===== src/rtl/ambiente_labirinto.sv =====
// Maze environment for the wall-following robot: 8x8 wall map, robot pose,
// command execution with fixed latency, wall sensors and step/collision stats.
module ambiente_labirinto #(
  parameter int unsigned PASSO_CICLOS = 4,
  parameter int unsigned X0           = 0,
  parameter int unsigned Y0           = 0
) (
  input  logic        clock,
  input  logic        reset,
  input  logic        avancar,
  input  logic        girar,
  input  logic        map_we,
  input  logic [5:0]  map_addr,
  input  logic        map_data,
  output logic        head,
  output logic        left,
  output logic [2:0]  pos_x,
  output logic [2:0]  pos_y,
  output logic [1:0]  direcao,
  output logic        ocupado,
  output logic        colisao,
  output logic        erro_cmd,
  output logic [15:0] passos,
  output logic [7:0]  colisoes
);

  localparam int unsigned CW = (PASSO_CICLOS > 1) ? $clog2(PASSO_CICLOS) : 1;
  localparam logic [CW-1:0] CNT_CARGA = CW'(PASSO_CICLOS - 1);

  typedef enum logic { OCIOSO, EXECUTANDO } estado_t;
  typedef enum logic { FRENTE, GIRO }       cmd_t;

  estado_t       r_state, w_state_n;
  cmd_t          r_cmd, w_cmd_n;
  logic [CW-1:0] r_cnt, w_cnt_n;
  logic [2:0]    r_x, r_y, w_x_n, w_y_n;
  logic [1:0]    r_dir, w_dir_n;
  logic          r_colisao, w_colisao_n;
  logic          r_erro, w_erro_n;
  logic [15:0]   r_passos, w_passos_n;
  logic [7:0]    r_colisoes, w_colisoes_n;
  logic [63:0]   r_map;
  logic [6:0]    w_frente, w_esq;
  logic          w_head, w_left;

  // Neighbour cell in heading d: {outside_grid, y, x}
  function automatic logic [6:0] vizinho(input logic [2:0] x, input logic [2:0] y,
                                         input logic [1:0] d);
    logic       fora;
    logic [2:0] nx, ny;
    fora = 1'b0;
    nx   = x;
    ny   = y;
    case (d)
      2'd0:    begin fora = (y == 3'd7); ny = y + 3'd1; end
      2'd1:    begin fora = (x == 3'd7); nx = x + 3'd1; end
      2'd2:    begin fora = (y == 3'd0); ny = y - 3'd1; end
      default: begin fora = (x == 3'd0); nx = x - 3'd1; end
    endcase
    return {fora, ny, nx};
  endfunction

  assign w_frente = vizinho(r_x, r_y, r_dir);
  assign w_esq    = vizinho(r_x, r_y, r_dir + 2'd3);
  assign w_head   = w_frente[6] | r_map[w_frente[5:0]];
  assign w_left   = w_esq[6]    | r_map[w_esq[5:0]];

  always_comb begin
    w_state_n    = r_state;
    w_cmd_n      = r_cmd;
    w_cnt_n      = r_cnt;
    w_x_n        = r_x;
    w_y_n        = r_y;
    w_dir_n      = r_dir;
    w_colisao_n  = 1'b0;
    w_erro_n     = 1'b0;
    w_passos_n   = r_passos;
    w_colisoes_n = r_colisoes;
    case (r_state)
      OCIOSO: begin
        if (avancar && !girar) begin
          w_state_n = EXECUTANDO;
          w_cmd_n   = FRENTE;
          w_cnt_n   = CNT_CARGA;
        end else if (girar && !avancar) begin
          w_state_n = EXECUTANDO;
          w_cmd_n   = GIRO;
          w_cnt_n   = CNT_CARGA;
        end else if (avancar && girar) begin
          w_erro_n = 1'b1;
        end
      end
      default: begin
        if (r_cnt == '0) begin
          w_state_n = OCIOSO;
          if (r_cmd == GIRO) begin
            w_dir_n = r_dir + 2'd1;
          end else if (w_head) begin
            w_colisao_n = 1'b1;
            if (r_colisoes != 8'hFF) w_colisoes_n = r_colisoes + 8'd1;
          end else begin
            w_x_n = w_frente[2:0];
            w_y_n = w_frente[5:3];
            if (r_passos != 16'hFFFF) w_passos_n = r_passos + 16'd1;
          end
        end else begin
          w_cnt_n = r_cnt - CW'(1);
        end
      end
    endcase
  end

  always_ff @(posedge clock or posedge reset) begin
    if (reset) begin
      r_state    <= OCIOSO;
      r_cmd      <= FRENTE;
      r_cnt      <= '0;
      r_x        <= 3'(X0);
      r_y        <= 3'(Y0);
      r_dir      <= 2'd0;
      r_colisao  <= 1'b0;
      r_erro     <= 1'b0;
      r_passos   <= 16'd0;
      r_colisoes <= 8'd0;
    end else begin
      r_state    <= w_state_n;
      r_cmd      <= w_cmd_n;
      r_cnt      <= w_cnt_n;
      r_x        <= w_x_n;
      r_y        <= w_y_n;
      r_dir      <= w_dir_n;
      r_colisao  <= w_colisao_n;
      r_erro     <= w_erro_n;
      r_passos   <= w_passos_n;
      r_colisoes <= w_colisoes_n;
    end
  end

  // Map survives reset; writes to the occupied cell (now or after this edge) are dropped
  always_ff @(posedge clock) begin
    if (map_we && (map_addr != {r_y, r_x}) && (map_addr != {w_y_n, w_x_n}))
      r_map[map_addr] <= map_data;
  end

  assign head     = w_head;
  assign left     = w_left;
  assign pos_x    = r_x;
  assign pos_y    = r_y;
  assign direcao  = r_dir;
  assign ocupado  = (r_state == EXECUTANDO);
  assign colisao  = r_colisao;
  assign erro_cmd = r_erro;
  assign passos   = r_passos;
  assign colisoes = r_colisoes;

endmodule


===== config.mk =====
export PLATFORM = sky130hd
export DESIGN_NAME = ambiente_labirinto
export DESIGN_NICKNAME = d
export VERILOG_FILES = /design/src/rtl/ambiente_labirinto.sv
export SDC_FILE = /design/constraint.sdc
export NUM_CORES = 1
export LEC_CHECK = 0
export ABC_AREA = 0
export CAP_MARGIN = 10
export CORE_MARGIN = 2
export CORE_UTILIZATION = 35
export CTS_BUF_LIST = sky130_fd_sc_hd__clkbuf_16
export DETAILED_ROUTE_END_ITERATION = 8
export GPL_TIMING_DRIVEN = 0
export PLACE_DENSITY = 0.54
export SETUP_SLACK_MARGIN = 0.1
export SYNTH_ARGS = -nofsm -noshare
export SYNTH_HDL_FRONTEND = slang
export SYNTH_SLANG_ARGS = --single-unit
export TNS_END_PERCENT = 20

===== constraint.sdc =====
create_clock -name clock -period 5.5 [get_ports clock]
set_input_delay 1.1 -clock clock [delete_from_list [all_inputs] [get_ports clock]]
set_output_delay 1.1 -clock clock [all_outputs]
set_load 0.05 [all_outputs]

==> results by stage <==
Place:
- Input and output buffers added on the ports amount to 44.
- The wire-length estimate of the detail-placed layout is 14.0 mm.
- The number of cells after detailed placement is 910.
- Routability-driven placement finished with a final weighted congestion of 0.898.
- Prior to clock tree synthesis, the placed netlist has a worst setup slack of -0.561 ns.

Worst setup path:
- The worst register-to-register path begins at pos_x[1]$_DFF_PP0_.
- The worst endpoint required time is 4.40 ns.
- The critical path startpoint category is a register.
- The endpoint arrival time on the critical path is 4.13 ns.
- In this run the worst setup path begins at pos_x[1]$_DFF_PP0_.
- Counting cells, the worst reg-to-reg path comes to 18.
- The type of the setup path with the least slack is register to output port.
- The biggest fanout along the worst timing path is 10.
- The element type at the critical path end is an output port.

Yosys:
- The prevailing post-synth register cell is edfxtp_1.
- The number of flops mapped to enable cells by yosys is 64.
- Yosys printed 0 warnings.
- In this run, synthesis produced a sequential element count of 102.
- The share of async-settable or async-resettable flops after synthesis is 0.373.
- In this run, distinct cell masters in the synthesized netlist total 66.
- The area of the mapped netlist is 6890 um^2.
- For this run, the register share of the synthesized area comes to 0.417.
- Averaged over all synthesized cells, the footprint is 11.5 um^2.
- The instance count of the mapped netlist is 600.
- The post-synthesis net count is 632.

Min path:
- Along the worst hold path, the cell count comes to 1.
- The tightest min-delay check is of the register to register type.
- The worst hold path begins at passos[8]$_DFFE_PP0P_.

STA:
- In this run the tightest slew margin relative to its limit is 0.305.
- Setup violations remaining at the end of the flow were counted as 0.
- The highest achievable clock rate is 0.191 GHz.
- Setup repair after global routing could not meet its margin everywhere.
- The routed design could run at a clock period as short as 5.23 ns.
- The period utilization is 0.951.
- The transition at the pin with the smallest max-transition slack is 1.04 ns.
- The setup slack of the critical path after layout is 0.270 ns.
- The hold violation total from the final report is 0.
- The max-slew violation count is 0.
- The worst hold slack after final layout is 0.503 ns.
- On the final layout, the worst clock skew is 0.0161 ns.

Die:
- For this design the top-level I/O count stands at 49.
- The floorplan has 51 rows.
- In this run the standard cell core region covers 19400 um^2.
- The floorplan step set the die width to 144 um.
- The initial core utilization is 0.355.
- The height of the die is 144 um.
- The area enclosed by the die boundary is 20800 um^2.

Global route:
- The global routing usage summed across all routing layers is 0.179.
- The number of antenna violations at the first check in global routing is 0.
- The first global-routing pass estimated 28.4 mm of wire.
- The largest net degree at the start of global routing is 65.
- The number of global-route vias before repair is 5108.
- For this run the aggregate overflow at the end of global routing stands at 0.

Power and ir drop:
- Cell internal power was estimated by the tool at 2.38 mW.
- In this run the power density over the cells is 565 nW/um^2.
- IR analysis of the VDD net gives a maximum drop of 0.000194 V.
- The share of total power dissipated in the clock network is 0.149.
- The relative contribution of sequential cells to total power is 0.214.
- Summed over all cells, the static leakage comes to 2.87 nW.
- Of the total power, the share spent switching nets is 0.476.
- The switching power summed over all nets is 2.16 mW.
- The sum of internal, switching and leakage power is 4.54 mW.
- The share of total power dissipated in combinational logic is 0.637.

Cells and area:
- The synthesis-to-finish area growth is 16.5%.
- Once layout is complete, the utilization of the core stands at 0.414.
- The count of inserted antenna diode cells is 0.
- The top cell types in the final layout, fill and taps aside, are 67 x nand2_1, 64 x edfxtp_1, 41 x clkdlybuf4s50_1, 37 x dfrtp_1.
- In the final layout, the share of cells above drive strength 1 is 0.206.
- For this run, the number of standard cells in the final layout without fillers is 929.
- The final-stage net count is 691.
- The most common cell after layout, fill and taps aside is nand2_1.

Clocking:
- The largest buffer count on any clock path is 2.
- The total clock sinks is 102.
- After clock tree synthesis, the clock-pin slew on the worst setup and hold paths is 0.07 ns.
- The number of buffers added by the clock tree synthesis step is 9.
- CTS built an H-tree with a depth of 3.
- The number of hold-repair buffers added at the cts stage is 0.
- The root buffer cell is clkbuf_16.
- The CTS tree is built.
- At the later pin of the worst-skew pair, clock insertion delay measures 0.36 ns.

Route:
- Wires add up to 18.3 mm.
- Using the TritonRoute via totals, the vias-per-cell ratio works out to 5.58.
- The DRC violations left is 0.
- After the first detailed-routing iteration, the DRC count stood at 467.
- The routed layout has 5186 vias.
- The final antenna-violating net count is 0.
- The first detailed-routing pass ran for 6 iterations.
- The wire length per cell is 19.7 um.

Job:
- The number of max-cap violations is 0.

Run status:
- The run finished with clean final reports.
[registers in the layout, indices dropped and copies added (netlist names)]
name and cells:
r_cnt 2, colisoes 8, pos_x 3, pos_y 3, passos 16, r_cmd 1, direcao 2, ocupado 1
colisao 1, r_map 64, erro_cmd 1
[stage by stage]
step / cell area [um^2] / TNS (ns)
2_1_floorplan: 6890 / 0
3_3_place_gp: 7660 / -0.460
3_5_place_dp: 7660 / -0.561
4_1_cts: 8000 / -0.116
5_1_grt: 8030 / 0
6_report: 8030 / 0
[power by group through the flow]
stage | combinational, mW | clock (mW) | sequential (mW)
6_report | 2.89 | 0.675 | 0.972
5_1_grt | 3.07 | 0.724 | 0.984
3_3_place_gp | 2.74 | 0 | 0.980
3_5_place_dp | 2.78 | 0 | 0.984
4_1_cts | 2.81 | 0.692 | 0.968
2_1_floorplan | 1.90 | 0 | 1.12
[cell usage after synthesis, types with 4 or more instances]
master / n / share of area
xnor2_1: 28 / 0.036
edfxtp_1: 64 / 0.28
buf_6: 8 / 0.013
ha_1: 20 / 0.036
o211a_1: 15 / 0.022
clkbuf_1: 26 / 0.014
mux2i_1: 22 / 0.032
nor4b_1: 4 / 0.0051
dfrtp_1: 38 / 0.14
mux2_2: 7 / 0.011
a2111oi_0: 13 / 0.017
o211ai_1: 5 / 0.0055
nor4_2: 18 / 0.033
and2_1: 4 / 0.0036
buf_4: 5 / 0.0055
nor4b_2: 28 / 0.061
inv_1: 15 / 0.0082
o21ai_0: 7 / 0.0051
nor2_1: 23 / 0.013
buf_2: 13 / 0.0094
a21oi_1: 12 / 0.0087
nor3b_1: 5 / 0.0055
a222oi_1: 4 / 0.0058
mux4_2: 17 / 0.056
nor2b_1: 8 / 0.0073
nor4_1: 19 / 0.017
nand3_1: 19 / 0.014
nor3_1: 4 / 0.0029
nand4_1: 10 / 0.0091
xor2_1: 9 / 0.011
nand2_1: 67 / 0.037
and3_1: 11 / 0.010
[layout make-up]
type                       instances  area, um^2
sequential                       102        2870
clock inverter                     7        90.1
tap                              265         332
fill                            1874       11400
timing repair buffer              48         455
inverter                          15        56.3
buffer                            53         297
multi-input combinational        430        3700
clock buffer                       9         225
[what timing repair did]
action                     in CTS  in global routing
setup endpoints to repair       2                  2
pin swaps                       2                  1
buffers inserted                2                  1
resized for setup               4                 12
[critical path: stages (launching register included)]
cell      delay [ns]
dfrtp_1         0.59
inv_1           0.15
ha_1            0.29
buf_2           0.19
a21o_1          0.13
buf_2           0.20
buf_2           0.28
o211ai_1        0.11
a41o_1          0.26
nor4_1          0.43
nor4_2          0.09
buf_4           0.17
and2_1          0.19
o21ai_1         0.33
clkbuf_2        0.35
[metal layers]
layer,share of wire,vias to the layer above,GRT usage,wire length (um)
met5,0,-,0,0
met4,0.015,0,0.0583,280
met3,0.053,20,0.0301,975
met2,0.48,192,0.306,8820
met1,0.45,2550,0.230,8190
li1,-,2424,-,-
[worst paths after layout]
path / end / slack (ns)
worst max-delay path: head / 0.27
worst min-delay path: passos[8]$_DFFE_PP0P_ / 0.50
worst max register to register: r_map[9]$_DFFE_PP_ / 0.64
worst min register to register: passos[8]$_DFFE_PP0P_ / 0.50
max in group asynchronous: pos_x[0]$_DFF_PP0_ / 3.73
min in group asynchronous: ocupado$_DFF_PP0_ / 1.21
[cell families (layout without fill, tap and decap cells)]
| family | after synthesis | in the layout | share of synthesized area |
|---|---|---|---|
| buffers and inverters | 68 | 132 | 0.0509 |
| flip-flops | 102 | 102 | 0.417 |
| XOR/XNOR | 39 | 39 | 0.0518 |
| AND/OR/NAND/NOR | 231 | 231 | 0.230 |
| multiplexers | 49 | 49 | 0.104 |
| adder cells (fa/ha/maj) | 20 | 20 | 0.0363 |
| AO/OA/AOI/OAI | 91 | 91 | 0.110 |
(Power assumes the default switching activity.)
